==> config.mk <==
export PLATFORM = sky130hd
export DESIGN_NAME = clk_div_multi
export DESIGN_NICKNAME = d
export VERILOG_FILES = /design/src/rtl/clk_div_pkg.sv /design/src/rtl/clk_div_chan.sv /design/src/rtl/clk_div_multi.sv
export SDC_FILE = /design/constraint.sdc
export NUM_CORES = 1
export LEC_CHECK = 0
export BUFFER_PORTS_ARGS = -buffer_cell sky130_fd_sc_hd__clkbuf_2
export CAP_MARGIN = 10
export CORE_MARGIN = 8
export CORE_UTILIZATION = 55
export CTS_CLUSTER_DIAMETER = 80
export DETAILED_ROUTE_END_ITERATION = 16
export PLACE_DENSITY = 0.81
export SYNTH_ARGS = -nofsm -noshare
export SYNTH_HDL_FRONTEND = slang
export SYNTH_SLANG_ARGS = --single-unit
==> constraint.sdc <==
create_clock -name sys_clk -period 8 [get_ports sys_clk]
set_input_delay 1.6 -clock sys_clk [delete_from_list [all_inputs] [get_ports sys_clk]]
set_output_delay 1.6 -clock sys_clk [all_outputs]
set_load 0.005 [all_outputs]
==> src/rtl/clk_div_pkg.sv <==
// rtl/clk_div_pkg.sv - shared mode type and constants for the multi-channel clock divider
package clk_div_pkg;

    typedef enum logic {
        MODE_FREE    = 1'b0,
        MODE_ONESHOT = 1'b1
    } mode_e;

    localparam int DIV_MIN   = 2;
    localparam int CNT_W_DEF = 16;

endpackage

==> src/rtl/clk_div_chan.sv <==
// rtl/clk_div_chan.sv - one divider channel: counter, shadow config, one-shot done, output registers
module clk_div_chan
    import clk_div_pkg::*;
#(
    parameter int CNT_W       = CNT_W_DEF,
    parameter int DIV_DEFAULT = 6
) (
    input  logic             clk,
    input  logic             rst,
    input  logic             i_en,
    input  logic             i_sync_clr,
    input  logic             i_wr,
    input  logic [CNT_W-1:0] i_div,
    input  mode_e            i_mode,
    output logic             o_pend,
    output logic             o_flag,
    output logic             o_out
);

    logic [CNT_W-1:0] r_cnt;
    logic [CNT_W-1:0] r_div;
    logic [CNT_W-1:0] r_sh_div;
    mode_e            r_mode;
    mode_e            r_sh_mode;
    logic             r_pend;
    logic             r_done;
    logic             r_flag;
    logic             r_out;

    logic [CNT_W-1:0] w_cnt_n;
    logic [CNT_W-1:0] w_div_n;
    mode_e            w_mode_n;
    logic             w_done_n;
    logic             w_pend_n;
    logic             w_apply;
    logic             w_tc;

    assign w_tc = (r_cnt == r_div - CNT_W'(1));

    // Shadow config only lands at period boundaries so no runt pulses appear.
    always_comb begin
        w_cnt_n  = r_cnt;
        w_done_n = r_done;
        w_apply  = 1'b0;
        if (!i_en || i_sync_clr) begin
            w_cnt_n  = '0;
            w_done_n = 1'b0;
            w_apply  = r_pend;
        end else if (r_done) begin
            w_apply  = r_pend;
        end else if (w_tc) begin
            w_cnt_n  = '0;
            w_done_n = (r_mode == MODE_ONESHOT);
            w_apply  = r_pend;
        end else begin
            w_cnt_n  = r_cnt + CNT_W'(1);
        end
        w_div_n  = w_apply ? r_sh_div  : r_div;
        w_mode_n = w_apply ? r_sh_mode : r_mode;
        w_pend_n = i_wr | (r_pend & ~w_apply);
    end

    // Outputs are registered from next state so they line up with the counter value they describe.
    always_ff @(posedge clk or posedge rst) begin
        if (rst) begin
            r_cnt     <= '0;
            r_div     <= CNT_W'(DIV_DEFAULT);
            r_mode    <= MODE_FREE;
            r_sh_div  <= CNT_W'(DIV_DEFAULT);
            r_sh_mode <= MODE_FREE;
            r_pend    <= 1'b0;
            r_done    <= 1'b0;
            r_flag    <= 1'b0;
            r_out     <= 1'b0;
        end else begin
            r_cnt  <= w_cnt_n;
            r_div  <= w_div_n;
            r_mode <= w_mode_n;
            r_pend <= w_pend_n;
            r_done <= w_done_n;
            r_flag <= ~w_done_n & (w_cnt_n == w_div_n - CNT_W'(1));
            r_out  <= ~w_done_n & (w_cnt_n >= (w_div_n >> 1));
            if (i_wr) begin
                r_sh_div  <= i_div;
                r_sh_mode <= i_mode;
            end
        end
    end

    assign o_pend = r_pend;
    assign o_flag = r_flag;
    assign o_out  = r_out;

endmodule

==> src/rtl/clk_div_multi.sv <==
// rtl/clk_div_multi.sv - multi-channel programmable clock-enable generator top
module clk_div_multi
    import clk_div_pkg::*;
#(
    parameter  int CH_NUM      = 4,
    parameter  int CNT_W       = CNT_W_DEF,
    parameter  int DIV_DEFAULT = 6,
    localparam int CH_W        = (CH_NUM > 1) ? $clog2(CH_NUM) : 1
) (
    input  logic              sys_clk,
    input  logic              sys_rst,
    input  logic [CH_NUM-1:0] ch_en,
    input  logic              sync_clr,
    input  logic              cfg_valid,
    output logic              cfg_ready,
    input  logic [CH_W-1:0]   cfg_ch,
    input  logic [CNT_W-1:0]  cfg_div,
    input  logic              cfg_oneshot,
    output logic              cfg_err,
    output logic [CH_NUM-1:0] clk_flag,
    output logic [CH_NUM-1:0] clk_out
);

    localparam logic [CH_W:0] CH_LIM = (CH_W + 1)'(CH_NUM);

    logic [CH_NUM-1:0] w_pend;
    logic              w_ch_ok;
    logic              w_xfer;
    logic              w_cfg_ok;
    logic              r_err;

    // Out-of-range channels report ready so the request completes and is flagged as an error.
    assign w_ch_ok   = ({1'b0, cfg_ch} < CH_LIM);
    assign cfg_ready = w_ch_ok ? ~w_pend[cfg_ch] : 1'b1;
    assign w_xfer    = cfg_valid & cfg_ready;
    assign w_cfg_ok  = w_ch_ok & (cfg_div >= CNT_W'(DIV_MIN));

    always_ff @(posedge sys_clk or posedge sys_rst) begin
        if (sys_rst) begin
            r_err <= 1'b0;
        end else begin
            r_err <= w_xfer & ~w_cfg_ok;
        end
    end

    assign cfg_err = r_err;

    for (genvar g = 0; g < CH_NUM; g++) begin : g_ch
        clk_div_chan #(
            .CNT_W       (CNT_W),
            .DIV_DEFAULT (DIV_DEFAULT)
        ) u_chan (
            .clk        (sys_clk),
            .rst        (sys_rst),
            .i_en       (ch_en[g]),
            .i_sync_clr (sync_clr),
            .i_wr       (w_xfer & w_cfg_ok & (cfg_ch == CH_W'(g))),
            .i_div      (cfg_div),
            .i_mode     (cfg_oneshot ? MODE_ONESHOT : MODE_FREE),
            .o_pend     (w_pend[g]),
            .o_flag     (clk_flag[g]),
            .o_out      (clk_out[g])
        );
    end

endmodule

* Word level (Yosys, flattened, before mapping)
Cells that the tools add are included.
** Word-level totals
- Bits in registers :: 217
- Input port bits :: 27
- Output and inout port bits :: 10
- Logic and storage cells :: 151
** Cells by class
- Add/sub/neg operators :: 12
- Order comparisons :: 6
- Equality and inequality tests :: 11
- Multiplexer cells :: 43
- Bitwise logic cells :: 33
- Reduce and logical (&&, ||, !) cells :: 9
** Operators by type and width (count)
- $mux 16 :: 16
- $eq 16x16->1 :: 8
- $sub 16x1->16 const B :: 8
- $add 16x1->16 const B :: 4
- $ge 16x15->1 :: 4
- $mux 1 :: 26
- $and 1x1->1 :: 19
- $ge 16x2->1 const B :: 1
- $not 1->1 :: 10
- $eq 2x2->1 const B :: 2
- $logic_not 1->1 :: 4
- $logic_or 1x1->1 :: 4
- $or 1x1->1 :: 4
- $lt 2x3->1 const B :: 1
- $bmux 1 s2 :: 1
- $eq 2x1->1 const B :: 1
- $logic_not 2->1 :: 1

* Longest topological paths before layout
Gate-level depths: netlist (run 1).
- Word-level depth :: 9
- Depth in mapped cells :: 29
- Depth with buffers taken out :: 25

* Cells and area by module
A second synthesis (run 1) with hierarchy kept.
** Second synthesis, totals
- Cell total of the unflattened synthesis :: 1624
- Area, all modules :: 15808.9 um^2
** By module, submodules not included
- clk_div_chan at g_ch[1].u_chan ... :: instances 2, cells an instance 392, area each 3848.7 um^2, sequential area each 1356.3 um^2
- clk_div_chan at g_ch[0].u_chan :: instances 1, cells an instance 416, area each 4030.1 um^2, sequential area each 1356.3 um^2
- clk_div_chan at g_ch[3].u_chan :: instances 1, cells an instance 407, area each 3938.8 um^2, sequential area each 1356.3 um^2
- clk_div_multi :: instances 1, cells an instance 17, area each 142.6 um^2, sequential area each 25.0 um^2

* Worst setup path before layout (run 1)
No wires, ideal clock.
- Path kind :: reg2reg
- Start :: register g_ch[3].u_chan.r_div[0]
- End :: register g_ch[3].u_chan.r_out
- Setup time :: 127 ps
- Arrival time :: 5269 ps
- Slack :: 2605 ps
- Cell stages (with the launch flop) :: 27
- Buffers on the path :: 3
- Period minus slack after synthesis :: 5395 ps
- Cells stage by stage :: dfrtp_1 > inv_1 > ha_1 > or4b_1 > buf_2 > or3_1 > a2111oi_2 > nand4_1 > nor4_4 > o21ai_4 > buf_6 > buf_1 > mux2i_1 > inv_1 > ha_1 > nand2b_1 > a21o_1 > a21o_1 > a21o_1 > a21o_1 > a21o_1 > a21o_1 > a21oi_1 > o211ai_1 > a311o_1 > o211ai_1 > a21oi_1
** On the way
- Cells in the longest elaborated chain, start to end :: 8
- Elaborated cells on any way between the ends :: 15
** Ends and longest elaborated chain
- from (decl) :: line clk_div_chan.sv:21 : logic [CNT_W-1:0] r_div;
- from (signal assigned) :: line clk_div_chan.sv:67 : r_div <= CNT_W'(DIV_DEFAULT);
- from (signal assigned) :: line clk_div_chan.sv:77 : r_div <= w_div_n;
- $sub 16x1->16 :: line clk_div_chan.sv:38 : assign w_tc = (r_cnt == r_div - CNT_W'(1));
- $eq 16x16->1 :: line clk_div_chan.sv:38
- $mux 1 :: line clk_div_chan.sv:51 : end else if (w_tc) begin
- $mux 1 :: line clk_div_chan.sv:49 : end else if (r_done) begin
- $mux 1 :: line clk_div_chan.sv:45 : if (!i_en || i_sync_clr) begin
- $mux 16 :: line clk_div_chan.sv:58 : w_div_n = w_apply ? r_sh_div : r_div;
- net g_ch[3].u_chan.w_div_n[1] :: line clk_div_chan.sv:31 : logic [CNT_W-1:0] w_div_n;
- $ge 16x15->1 :: line clk_div_chan.sv:82 : r_out <= ~w_done_n & (w_cnt_n >= (w_div_n >> 1));
- $and 1x1->1 :: line clk_div_chan.sv:82
- to (signal assigned) :: line clk_div_chan.sv:82
- to (decl) :: line clk_div_chan.sv:28 : logic r_out;
The timed path passes the listed nets, and every way through them passes these cells.
A chain may end at the register's enable or synchronous reset.

* Worst setup path in the final report (run 1)
- Start :: register g_ch[2].u_chan.r_div[1]
- End :: register g_ch[2].u_chan.r_out
** On the way
- Cells in the longest elaborated chain, start to end :: 8
- Elaborated cells on any way between the ends :: 15
** Ends and longest elaborated chain (line)
- from (decl) :: clk_div_chan.sv:21
- from (signal assigned) :: clk_div_chan.sv:67
- from (signal assigned) :: clk_div_chan.sv:77
- $sub 16x1->16 :: clk_div_chan.sv:38
- $eq 16x16->1 :: clk_div_chan.sv:38
- $mux 1 :: clk_div_chan.sv:51
- $mux 1 :: clk_div_chan.sv:49
- $mux 1 :: clk_div_chan.sv:45
- $mux 16 * :: clk_div_chan.sv:58
- net g_ch[2].u_chan.w_div_n[1] :: clk_div_chan.sv:31
- $ge 16x15->1 * :: clk_div_chan.sv:82
- $and 1x1->1 * :: clk_div_chan.sv:82
- to (signal assigned) :: clk_div_chan.sv:82
- to (decl) :: clk_div_chan.sv:28
The timed path passes the listed nets; every way through them passes the cells marked *.

==> reports/qor.txt, run 1 <==
================================================================================
Final routed wirelength across all metal layers                         40500 um
Period utilization                                                         71.9%
Starting DRC count in detailed routing                                      1088
Peak fanout along the critical path                                           35
Row count                                                                     61
TritonCTS sink count                                                         217
Overall routing resource usage                                             23.8%
Number of buffers on the longest clock path                                    3
Maximum number of pins on one net before global-route repair                 118
Routability congestion estimate                                            0.939
Via count                                                                  12700
Crit. End Element                                                      flip-flop
Setup Crit Path Kind                                                     reg2reg
Total die area                                                         33900 um2
Startpoint class of the critical path                                  flip-flop
Total CTS buffers                                                             26
Total nets after synthesis                                                  1739
Post-synth EDFFs                                                               0
Min Clock Period, post-route                                             5.75 ns
WL/cell                                                                  19.8 um
Switching share of power                                                   40.7%
Part of the total power dissipated in the clock network                    24.7%
Primary flip-flop cell chosen by synthesis mapping                  sky130_fd_sc_hd__dfrtp_1
Largest cells by area after synthesis                               sky130_fd_sc_hd__dfrtp_1 (32%), sky130_fd_sc_hd__xnor2_1 (6.7%), sky130_fd_sc_hd__mux2_2 (6.1%)
Number of storage elements in the synthesis netlist                          217
I/O pins                                                                      37
Hold crit path type                                                      reg2reg
Residual antenna-violating net count after detailed routing                    0
Clock transition at path regs                                            0.06 ns
Post-synthesis instance area                                           15500 um2
Total congestion overflow after global routing                                 0
DIE WIDTH                                                                 184 um
Logic gate share of total power                                            38.8%
H-tree levels                                                                  1
Hold-fix buffers, CTS                                                          0
Effective utilization at floorplan                                         55.9%
Number of setup buffers added after CTS                                        0
Layout cells sized above 1                                                 14.2%
Count of antenna diodes in the layout                                          0
Area delta synth->final                                                    8.00%
Reg-to-reg startpoint                                               g_ch[2].u_chan.r_div[1]
Fin. max-slew vios                                                             0
Number of warnings printed during yosys synthesis                              0
Cell internal power dissipation                                          2.88 mW
Count of different cell masters after synthesis                               92
Number of instances in the synthesized netlist                              1640
First-pass GRT wire length                                              65800 um
Post-synth ARST share                                                       100%
Endpoint arrival time on the critical path                               6.18 ns
Power density over the cells                                          289 nW/um2
Number of port buffers                                                        36
Seq/Total Area, Yosys                                                      35.1%
Core footprint                                                         27800 um2
Setup violations, final                                                        0
Synthesized area per cell                                               9.48 um2
Cell type contributing the most total cell area after synthesis     sky130_fd_sc_hd__dfrtp_1
Slew Limit Headroom                                                        36.7%
Slew at the pin with the worst max-slew slack                           0.947 ns
Setup repair after global routing missed its margin                           no
Via-per-instance ratio                                                      6.22
Post-cts resize count                                                          0
Fraction of post-synthesis cell area in the top cell type by area          32.4%
Sequential cell fraction of total power                                    36.4%
Count of max-cap constraint violations                                         0
Final standard cell area without fillers                               16800 um2
Number of global-route vias before repair                                  12500
Maximum vdd ir drop                                                   0.000206 V
Post-detailed-placement cell area                                      15900 um2
Max frequency                                                          0.174 GHz
Data required time of the critical path                                  8.43 ns
Hold path startpoint                                                g_ch[0].u_chan.r_sh_mode
Remaining routing DRC violations                                               0
Power consumption                                                        4.85 mW
Clk_skew                                                               0.0207 ns
Post-DP HPWL                                                            30300 um
Final-layout worst hold slack                                           0.482 ns
Power spent charging and discharging nets                                1.97 mW
Final-layout setup total negative slack                                     0 ns
Number of antenna violations at the first check in global routing              3
Outcome                                                             complete, no violations
Die Y-Extent                                                              184 um
First drt pass iteration count                                                 5
Launching instance or port of the critical path                     g_ch[2].u_chan.r_div[1]
Total number of nets in the final design                                    1740
Clock latency on the worst-skew pair                                     0.55 ns
Root buffer selected by CTS                                         sky130_fd_sc_hd__clkbuf_16
P_leak                                                                   7.59 nW
Total count of hold-check failures in the final report                         0
TritonCTS clock tree                                                        done
================================================================================
## power groups by stage
stage,clock [mW],sequential (mW),combinational (mW)
2_1_floorplan,0,1.56,1.58
3_3_place_gp,0,1.75,1.78
3_5_place_dp,0,1.77,1.84
4_1_cts,1.22,1.75,1.86
5_1_grt,1.27,1.80,2.06
6_report,1.20,1.77,1.88
## registers in the layout, indices dropped and copies added (netlist names)
signal	flops
g_ch.u_chan.r_done	4
g_ch.u_chan.r_div	64
cfg_err	1
g_ch.u_chan.r_sh_mode	4
g_ch.u_chan.r_sh_div	64
g_ch.u_chan.o_out	4
g_ch.u_chan.r_cnt	64
g_ch.u_chan.o_flag	4
g_ch.u_chan.r_mode	4
g_ch.u_chan.o_pend	4
## critical path, cell delays in order (launching register included)
cell and delay (ns):
sky130_fd_sc_hd__dfstp_2 0.56, sky130_fd_sc_hd__inv_1 0.05, sky130_fd_sc_hd__ha_1 0.22, sky130_fd_sc_hd__nor2b_1 0.16, sky130_fd_sc_hd__and2_1 0.24, sky130_fd_sc_hd__or4b_1 0.48, sky130_fd_sc_hd__o221ai_1 0.18, sky130_fd_sc_hd__nand4_1 0.31
sky130_fd_sc_hd__o21ai_2 0.37, sky130_fd_sc_hd__nand2_2 0.55, sky130_fd_sc_hd__mux2i_1 0.38, sky130_fd_sc_hd__inv_1 0.10, sky130_fd_sc_hd__ha_1 0.30, sky130_fd_sc_hd__nand2b_1 0.14, sky130_fd_sc_hd__a21o_1 0.17, sky130_fd_sc_hd__a21o_1 0.17
sky130_fd_sc_hd__a21o_1 0.17, sky130_fd_sc_hd__a21o_1 0.17, sky130_fd_sc_hd__a21o_1 0.16, sky130_fd_sc_hd__a21oi_1 0.15, sky130_fd_sc_hd__nor2b_1 0.06, sky130_fd_sc_hd__o211ai_1 0.16, sky130_fd_sc_hd__a21oi_1 0.09, sky130_fd_sc_hd__o21ai_0 0.20
sky130_fd_sc_hd__a21oi_1 0.09
## synth_stat cells, types with 8 or more instances
library cell and number:
sky130_fd_sc_hd__ha_1 72, sky130_fd_sc_hd__nand2b_1 22, sky130_fd_sc_hd__nand4_1 27, sky130_fd_sc_hd__or2_2 10
sky130_fd_sc_hd__a21oi_1 48, sky130_fd_sc_hd__nor2b_1 26, sky130_fd_sc_hd__buf_4 9, sky130_fd_sc_hd__nor3_1 46
sky130_fd_sc_hd__nand3b_1 9, sky130_fd_sc_hd__o211ai_1 14, sky130_fd_sc_hd__dfrtp_1 201, sky130_fd_sc_hd__nand2_1 77
sky130_fd_sc_hd__nor4_1 31, sky130_fd_sc_hd__and4_1 9, sky130_fd_sc_hd__nor2_1 155, sky130_fd_sc_hd__a31oi_1 8
sky130_fd_sc_hd__nand3_1 49, sky130_fd_sc_hd__mux2_2 84, sky130_fd_sc_hd__and3_1 18, sky130_fd_sc_hd__dfstp_2 16
sky130_fd_sc_hd__or3_1 18, sky130_fd_sc_hd__xor2_1 90, sky130_fd_sc_hd__mux2i_1 71, sky130_fd_sc_hd__clkbuf_1 44
sky130_fd_sc_hd__a211oi_1 8, sky130_fd_sc_hd__buf_2 12, sky130_fd_sc_hd__inv_1 103, sky130_fd_sc_hd__or4_1 16
sky130_fd_sc_hd__a21o_1 30, sky130_fd_sc_hd__o21ai_0 42, sky130_fd_sc_hd__xnor2_1 119, sky130_fd_sc_hd__o31ai_1 11
## worst paths after layout
kind | endpoint | slack [ns] | cells past startpoint
max in group asynchronous | g_ch[0].u_chan.o_pend | 5.44 | 3
setup reg to reg | g_ch[2].u_chan.o_out | 2.25 | 24
hold reg to reg | g_ch[0].u_chan.r_mode | 0.48 | 2
setup / recovery | g_ch[2].u_chan.o_out | 2.25 | 24
hold / removal | g_ch[0].u_chan.r_mode | 0.48 | 2
min in group asynchronous | g_ch[2].u_chan.r_cnt[5] | 1.20 | 2
## logic make-up (layout without fill, tap and decap cells)
group                      count (synthesis)  in the layout  share of synthesized area (%)
and+or+nand+nor                          556            556                           19.2
AOI/OAI and AO/OA                        242            242                           11.0
DFF                                      217            217                           35.1
xor gates and xnor gates                 215            215                           12.6
buffers and inverters                    176            197                           4.85
muxes                                    162            162                           11.5
adders and majority gates                 72             72                           5.80
## metrics by stage
| stage | setup slack (ns) | std cells | util, % |
|---|---|---|---|
| floorplan | 0.490 | 1640 | - |
| global placement | 2.43 | 1991 | 57.3 |
| detailed placement | 2.27 | 1991 | 57.3 |
| CTS | 2.26 | 2039 | 60.4 |
| global route | 1.86 | 2039 | 60.4 |
| finish | 2.25 | 2039 | 60.4 |
## cell type report
type / count / area, um2
tap: 378 / 473
sequential: 217 / 5450
timing repair buffer: 45 / 248
clock inverter: 19 / 191
multi-input combinational: 1247 / 9350
clock buffer: 29 / 682
inverter: 104 / 398
fill: 2306 / 11000
## cells in the final DEF, fill, tap and decap left out, types with 27 or more instances in the layout
| cell type | netlist | routed |
|---|---|---|
| sky130_fd_sc_hd__xnor2_1 | 119 | 119 |
| sky130_fd_sc_hd__nor2_1 | 155 | 155 |
| sky130_fd_sc_hd__mux2i_1 | 71 | 71 |
| sky130_fd_sc_hd__o21ai_0 | 42 | 42 |
| sky130_fd_sc_hd__nor3_1 | 46 | 46 |
| sky130_fd_sc_hd__nor4_1 | 31 | 31 |
| sky130_fd_sc_hd__nand3_1 | 49 | 49 |
| sky130_fd_sc_hd__nand4_1 | 27 | 27 |
| sky130_fd_sc_hd__a21oi_1 | 48 | 48 |
| sky130_fd_sc_hd__xor2_1 | 90 | 90 |
| sky130_fd_sc_hd__dfrtp_1 | 201 | 201 |
| sky130_fd_sc_hd__ha_1 | 72 | 72 |
| sky130_fd_sc_hd__a21o_1 | 30 | 30 |
| sky130_fd_sc_hd__nand2_1 | 77 | 77 |
| sky130_fd_sc_hd__clkbuf_2 | 0 | 36 |
| sky130_fd_sc_hd__mux2_2 | 84 | 84 |
| sky130_fd_sc_hd__inv_1 | 103 | 102 |
## layer usage
metal	vias up	track usage, %	wire (um)
li1	5854	-	-
met2	517	38.9	19000
met4	4	9.39	1530
met1	6192	31.6	17000
met5	-	0	27
met3	117	3.43	2910
Power figures use the tool's default switching activity.
==> inputs of run 2 (changes only) <==
--- a/config.mk
+++ b/config.mk
@@ -5,6 +5,7 @@
 export SDC_FILE = /design/constraint.sdc
 export NUM_CORES = 1
 export LEC_CHECK = 0
+export ABC_AREA = 1
 export BUFFER_PORTS_ARGS = -buffer_cell sky130_fd_sc_hd__clkbuf_2
 export CAP_MARGIN = 10
 export CORE_MARGIN = 8
==> constraint.sdc (replaced) <==
create_clock -name sys_clk -period 5.8 [get_ports sys_clk]
set_input_delay 1.16 -clock sys_clk [delete_from_list [all_inputs] [get_ports sys_clk]]
set_output_delay 1.16 -clock sys_clk [all_outputs]
set_load 0.005 [all_outputs]
==> reports/qor.txt, run 2 <==
=====================================================================================
WL/cell                                                                       15.4 um
Reg-to-reg slack, setup                                                       1.09 ns
Endpoint arrival time on the critical path                                    5.13 ns
Residual antenna-violating net count after detailed routing                         0
Cell class contributing the biggest share of worst-path delay            simple AND/OR/NAND/NOR gates
Most frequently used cell type in the post-synthesis netlist             sky130_fd_sc_hd__nand2_1
Placed cell count                                                                2828
Most frequent standard cell in the layout excluding fill and tap cells   sky130_fd_sc_hd__nand2_1
Peak fanout along the critical path                                                30
CP max-delay cell                                                        sky130_fd_sc_hd__dfstp_2
Synthesized area per cell                                                    6.83 um2
Slew Limit Headroom                                                             27.5%
Maximum vdd ir drop                                                        0.000178 V
Count of max-cap constraint violations                                              0
Total CTS buffers                                                                  25
Worst Slack Setup Final                                                       1.09 ns
H-tree levels                                                                       1
Clock transition at path regs                                                 0.06 ns
Most used standard cells in the synthesized netlist                      sky130_fd_sc_hd__nand2_1 (735), sky130_fd_sc_hd__inv_1 (350), sky130_fd_sc_hd__nor2_1 (238)
Total die area                                                              36200 um2
Primary flip-flop cell chosen by synthesis mapping                       sky130_fd_sc_hd__dfrtp_1
Hold crit path type                                                           reg2reg
Most frequent CP cell                                                    sky130_fd_sc_hd__nand2_1
Post-DP HPWL                                                                 34600 um
Layout Cells excl Fill                                                           2876
Remaining routing DRC violations                                                    0
Starting DRC count in detailed routing                                           1426
Core footprint                                                              29800 um2
Number of port buffers                                                             36
Cells on Worst Hold Path                                                            2
TritonCTS clock tree                                                             done
Die Y-Extent                                                                   190 um
Root buffer selected by CTS                                              sky130_fd_sc_hd__clkbuf_16
Clock latency on the worst-skew pair                                          0.52 ns
DIE WIDTH                                                                      190 um
Fin. max-slew vios                                                                  0
Setup Crit Path Kind                                                          reg2reg
Startpoint class of the critical path                                       flip-flop
Max frequency                                                               0.212 GHz
Data required time of the critical path                                       6.22 ns
Hold worst-path end                                                      g_ch[0].u_chan.r_sh_div[4]
Count of different cell masters after synthesis                                    50
Clk_skew                                                                    0.0170 ns
Total nets after synthesis                                                       2543
Largest cells by area after synthesis                                    sky130_fd_sc_hd__dfrtp_1 (30%), sky130_fd_sc_hd__nand2_1 (17%), sky130_fd_sc_hd__inv_1 (7.9%)
TritonCTS sink count                                                              217
Post-synthesis instance area                                                16700 um2
Outcome                                                                  complete, no violations
Total congestion overflow after global routing                                      0
Largest registers in the final layout                                    g_ch.u_chan.r_cnt: 64 flops, g_ch.u_chan.r_div: 64 flops, g_ch.u_chan.r_sh_div: 64 flops
Final-layout setup total negative slack                                          0 ns
Number of storage elements in the synthesis netlist                               217
Row count                                                                          63
Critical path buffer and inverter count                                             4
Routability congestion estimate                                                 0.941
Layout cells sized above 1                                                      10.1%
Post-synth EDFFs                                                                    0
Reg-to-reg startpoint                                                    g_ch[1].u_chan.r_div[1]
Post-cts resize count                                                               0
Number of antenna violations at the first check in global routing                   2
Cell type contributing the most total cell area after synthesis          sky130_fd_sc_hd__dfrtp_1
Overall routing resource usage                                                  24.4%
Min Clock Period, post-route                                                  4.71 ns
Number of buffers on the longest clock path                                         3
Total number of nets in the final design                                         2565
Slowest Stage Delay on Critical Path                                          0.54 ns
First drt pass iteration count                                                      5
I/O pins                                                                           37
Seq/Total Area, Yosys                                                           32.7%
Maximum number of pins on one net before global-route repair                      107
Power density over the cells                                               372 nW/um2
Final routed wirelength across all metal layers                              44400 um
Effective utilization at floorplan                                              56.0%
Capture point of the worst reg-to-reg path                               g_ch[1].u_chan.o_out
P_leak                                                                        9.77 nW
Via count                                                                       15400
Crit. End Element                                                           flip-flop
Number of global-route vias before repair                                       15000
Area delta synth->final                                                         7.63%
Number of warnings printed during yosys synthesis                                   0
Via-per-instance ratio                                                           5.36
Number of instances in the synthesized netlist                                   2444
Period utilization                                                              81.2%
Power consumption                                                             6.68 mW
Setup violations, final                                                             0
Number of setup buffers added after CTS                                             0
Post-synth ARST share                                                            100%
First-pass GRT wire length                                                   73400 um
Layout fillers                                                                   2734
Total count of hold-check failures in the final report                              0
Most frequent cells in the layout                                        sky130_fd_sc_hd__nand2_1 (735), sky130_fd_sc_hd__inv_1 (349), sky130_fd_sc_hd__nor2_1 (238)
Hold path startpoint                                                     g_ch[0].u_chan.r_sh_div[4]
Setup repair after global routing missed its margin                                no
Worst r2r path cells                                                               30
Slew at the pin with the worst max-slew slack                                 1.08 ns
Hold-fix buffers, CTS                                                               0
Worst slack after detailed placement                                         0.937 ns
Fraction of post-synthesis cell area in the top cell type by area               30.1%
=====================================================================================
run 2: cell count changes after synthesis, sizes merged, moves of 26 or more:
cell | previous run | this run
nor3 | 48 | 21
nand3 | 50 | 202
nand3b | 9 | 35
mux2 | 85 | 0
nand2 | 78 | 779
inv | 104 | 379
o21ai | 47 | 131
nor4 | 37 | 6
mux2i | 76 | 0
nor2 | 155 | 290
nor2b | 26 | 0
xnor2 | 119 | 34
run 2: layout make-up:
cell class                 count  area [um2]  share of cell area [%]
inverter                     382        1440                    8.01
timing repair buffer          40         230                    1.28
clock inverter                15         156                   0.871
sequential                   217        5450                    30.4
antenna                        2        5.00                  0.0279
tap                          390         488                    2.72
clock buffer                  30         674                    3.76
multi-input combinational   1800        9520                    53.0
run 2: worst max-delay path by stage:
stage | start | to | slack [ns] | depth (start not counted)
CTS | g_ch[1].u_chan.r_div[1] | g_ch[1].u_chan.o_out | 1.12 | 30
detailed placement | sync_clr | g_ch[1].u_chan.o_out | 0.94 | 25
floorplan | sys_rst | cfg_err | 1.83 | 1
global route | g_ch[1].u_chan.r_div[1] | g_ch[1].u_chan.o_out | 0.74 | 30
global placement | sync_clr | g_ch[1].u_chan.o_out | 1.03 | 25
finish | g_ch[1].u_chan.r_div[1] | g_ch[1].u_chan.o_out | 1.09 | 30
run 2: layer usage:
layer	vias to the layer above	GRT usage [%]	wire length, um
met2	487	41.3	20800
met1	7118	32.4	19900
met3	100	2.65	2360
met5	-	0	0
met4	0	8.05	1390
li1	7706	-	-
run 2: cell families (layout without fill, tap and decap cells):
logic type	count (synthesis)	count (layout)	share of synthesized area, %
buffers and inverters	427	467	10.3
flip-flops	217	217	32.7
AO/OA/AOI/OAI	208	208	7.36
XOR/XNOR	136	136	7.22
other	0	2	0
adder cells (fa/ha/maj)	72	72	5.40
AND/OR/NAND/NOR	1384	1384	37.0
run 2: stage by stage:
stage / util [%] / hold WS [ns] / instance area, um2
2_1_floorplan: - / 0.442 / 16700
3_3_place_gp: 57.4 / 0.453 / 17100
3_5_place_dp: 57.4 / 0.463 / 17100
4_1_cts: 60.2 / 0.483 / 17900
5_1_grt: 60.3 / 0.505 / 18000
6_report: 60.3 / 0.481 / 18000
run 2: where the power goes:
part | leakage [nW] | switching, mW | internal, mW
clock network | 0.394 | 0.664 | 0.925
logic | 6.60 | 1.93 | 0.988
registers | 2.78 | 0.345 | 1.83
total | 9.77 | 2.94 | 3.74
run 2: worst register-to-register path: cells and delay by family (launching register included):
family,cells,cell delay (ns)
simple gates,13,1.56
compound gates,10,1.54
fa+ha+maj,2,0.58
flops,1,0.54
buf+inv,4,0.26
xor+xnor,1,0.15
==> inputs of run 3 (changes only) <==
--- a/config.mk
+++ b/config.mk
@@ -5,14 +5,14 @@
 export SDC_FILE = /design/constraint.sdc
 export NUM_CORES = 1
 export LEC_CHECK = 0
-export ABC_AREA = 1
+export ABC_AREA = 0
 export BUFFER_PORTS_ARGS = -buffer_cell sky130_fd_sc_hd__clkbuf_2
 export CAP_MARGIN = 10
 export CORE_MARGIN = 8
 export CORE_UTILIZATION = 55
 export CTS_CLUSTER_DIAMETER = 80
 export DETAILED_ROUTE_END_ITERATION = 16
-export PLACE_DENSITY = 0.81
+export PLACE_DENSITY = 0.84
 export SYNTH_ARGS = -nofsm -noshare
 export SYNTH_HDL_FRONTEND = slang
 export SYNTH_SLANG_ARGS = --single-unit
==> constraint.sdc (replaced) <==
create_clock -name sys_clk -period 4.2 [get_ports sys_clk]
set_input_delay 0.84 -clock sys_clk [delete_from_list [all_inputs] [get_ports sys_clk]]
set_output_delay 0.84 -clock sys_clk [all_outputs]
set_load 0.005 [all_outputs]
==> reports/qor.txt, run 3 (synthesized netlist as in run 1, its figures left out) <==
=====================================================================================
Most frequent cells in the layout                                        sky130_fd_sc_hd__buf_4 (316), sky130_fd_sc_hd__dfrtp_1 (198), sky130_fd_sc_hd__nor2_1 (151)
Peak fanout along the critical path                                                 3
Startpoint class of the critical path                                       flip-flop
Min Clock Period, post-route                                                  4.98 ns
Area delta synth->final                                                         29.1%
Slowest Stage Delay on Critical Path                                          0.46 ns
Setup Crit Path Kind                                                          reg2reg
Crit. End Element                                                           flip-flop
Clk_skew                                                                    0.0164 ns
Via count                                                                       15100
Slew Limit Headroom                                                             23.2%
Most frequent CP cell                                                    sky130_fd_sc_hd__a21o_1
Routability congestion estimate                                                 0.933
Max frequency                                                               0.201 GHz
TritonCTS clock tree                                                             done
Cell class contributing the biggest share of worst-path delay            compound AO/OA/AOI/OAI gates
Maximum number of pins on one net before global-route repair                      186
Overall routing resource usage                                                  29.2%
Layout cells sized above 1                                                      33.3%
Layout fillers                                                                   1777
Total CTS buffers                                                                  24
Slew at the pin with the worst max-slew slack                                 1.15 ns
I/O pins                                                                           37
Number of port buffers                                                             36
Total number of nets in the final design                                         2063
Clock latency on the worst-skew pair                                          0.54 ns
Count of max-cap constraint violations                                              0
Power density over the cells                                               581 nW/um2
CP max-delay cell                                                        sky130_fd_sc_hd__or4b_4
TritonCTS sink count                                                              217
Number of global-route vias before repair                                       15200
Post-DP HPWL                                                                 34400 um
Setup violations, final                                                             8
Worst Slack Setup Final                                                     -0.780 ns
Reg-to-reg slack, setup                                                      -0.78 ns
Count of antenna diodes in the layout                                               0
Core footprint                                                              27800 um2
Setup repair after global routing missed its margin                               yes
Critical path buffer and inverter count                                             2
Hold crit path type                                                          in2async
Row count                                                                          61
Most frequent standard cell in the layout excluding fill and tap cells   sky130_fd_sc_hd__buf_4
Total count of hold-check failures in the final report                              0
WL/cell                                                                       22.7 um
Endpoint arrival time on the critical path                                    5.39 ns
Die Y-Extent                                                                   184 um
Fin. max-slew vios                                                                  0
H-tree levels                                                                       1
Data required time of the critical path                                       4.61 ns
Number of antenna violations at the first check in global routing                   0
Final routed wirelength across all metal layers                              53600 um
Post-detailed-placement cell area                                           18200 um2
DIE WIDTH                                                                      184 um
Maximum vdd ir drop                                                        0.000369 V
Total die area                                                              33900 um2
Total congestion overflow after global routing                                      0
Fraction of the core area covered by cells at the end of the flow               72.2%
Clock transition at path regs                                                 0.06 ns
Number of buffers on the longest clock path                                         3
Outcome                                                                  complete, but fails checks
Remaining routing DRC violations                                                    0
Effective utilization at floorplan                                              55.9%
First drt pass iteration count                                                      6
Final standard cell area without fillers                                    20100 um2
Violated checks                                                          setup timing
Residual antenna-violating net count after detailed routing                         0
First-pass GRT wire length                                                   79800 um
CP Cell Sequence                                                         inv_2, ha_4, or4b_4, or3_4, a2111oi_4, nand4_1, nor4_4, o21ai_4, mux2i_2, inv_1, ha_1, nand2b_4, a21o_1, a21o_1, a21o_1, a21o_1, a21o_1, a21o_1, a21oi_1, o211ai_1, a311o_1, o211ai_1, a21oi_1
Hold-fix buffers, CTS                                                               0
P_leak                                                                        9.33 nW
Largest registers in the final layout                                    g_ch.u_chan.r_cnt: 64 flops, g_ch.u_chan.r_div: 64 flops, g_ch.u_chan.r_sh_div: 64 flops
Via-per-instance ratio                                                           6.40
Period utilization                                                               119%
Starting DRC count in detailed routing                                           1899
Root buffer selected by CTS                                              sky130_fd_sc_hd__clkbuf_16
=====================================================================================
==> run 3: changes by cell type in the layout (fill, tap and decap cells not counted), sizes merged, moves of 84 or more <==
cell	change
nand2	-701
buf	+329
inv	-276
nand3	-152
nor2	-135
mux2	+85
xnor2	+85
o21ai	-84
==> run 3: cell type report <==
class | count | area, um2 | area share, %
multi-input cells | 1247 | 10100 | 50.3
flip-flops and latches | 217 | 5450 | 27.2
inverters | 104 | 394 | 1.96
clock buffers | 29 | 671 | 3.34
clock inverters | 15 | 189 | 0.941
repair buffers | 370 | 2800 | 14.0
well taps | 378 | 473 | 2.36
==> run 3: worst reg2reg max path, cell delays in order (launching register included) <==
cell	delay, ns
sky130_fd_sc_hd__dfrtp_2	0.41
sky130_fd_sc_hd__inv_2	0.07
sky130_fd_sc_hd__ha_4	0.12
sky130_fd_sc_hd__or4b_4	0.46
sky130_fd_sc_hd__or3_4	0.39
sky130_fd_sc_hd__a2111oi_4	0.29
sky130_fd_sc_hd__nand4_1	0.18
sky130_fd_sc_hd__nor4_4	0.46
sky130_fd_sc_hd__o21ai_4	0.11
sky130_fd_sc_hd__mux2i_2	0.23
sky130_fd_sc_hd__inv_1	0.10
sky130_fd_sc_hd__ha_1	0.28
sky130_fd_sc_hd__nand2b_4	0.14
sky130_fd_sc_hd__a21o_1	0.15
sky130_fd_sc_hd__a21o_1	0.15
sky130_fd_sc_hd__a21o_1	0.16
sky130_fd_sc_hd__a21o_1	0.16
sky130_fd_sc_hd__a21o_1	0.15
sky130_fd_sc_hd__a21o_1	0.15
sky130_fd_sc_hd__a21oi_1	0.12
sky130_fd_sc_hd__o211ai_1	0.11
sky130_fd_sc_hd__a311o_1	0.28
sky130_fd_sc_hd__o211ai_1	0.09
sky130_fd_sc_hd__a21oi_1	0.10
==> run 3: final timing paths <==
kind / cells after the start / end / start
min reg2reg: 1 / g_ch[2].u_chan.r_mode / g_ch[2].u_chan.r_mode
max in group asynchronous: 3 / g_ch[0].u_chan.r_div[4] / sys_rst
max: 23 / g_ch[3].u_chan.o_out / g_ch[3].u_chan.r_div[0]
min: 3 / g_ch[3].u_chan.r_cnt[5] / sys_rst
max reg2reg: 23 / g_ch[3].u_chan.o_out / g_ch[3].u_chan.r_div[0]
min in group sys_clk: 1 / g_ch[2].u_chan.r_mode / g_ch[2].u_chan.r_mode
==> run 3: per-layer routing <==
metal	routed length [um]	vias to the layer above	global-route usage [%]
met2	25400	1036	49.5
met4	3530	0	15.2
met1	19600	7253	35.5
met5	0	-	0
li1	-	6484	-
met3	5090	323	4.49
==> run 3: repair_timing <==
| action | 4_1_cts | 5_1_grt |
|---|---|---|
| gates resized for setup | 84 | 59 |
| setup buffers | 27 | 9 |
| pin swaps | 58 | 30 |
| endpoints found under the setup margin | 8 | 8 |
| gates cloned | 0 | 1 |
==> run 3: metrics by stage <==
stage,setup TNS (ns),hold WS [ns],setup WS [ns],std cells,total power [mW]
after detailed placement,-3.81,0.470,-0.775,2285,8.27
after global placement,-2.79,0.455,-0.648,2285,8.05
after global routing,-4.94,0.488,-0.998,2360,12.2
final,-3.63,0.436,-0.780,2360,11.7
after CTS,-1.89,0.458,-0.600,2354,11.0
after floorplan,-2.95,0.435,-0.959,1640,6.06
==> run 3: power breakdown <==
| group | switching (mW) | total [mW] | internal [mW] |
|---|---|---|---|
| Sequential | 0.573 | 3.15 | 2.58 |
| Combinational | 3.15 | 6.16 | 3.01 |
| Clock | 0.959 | 2.34 | 1.39 |
| Total | 4.68 | 11.7 | 6.97 |
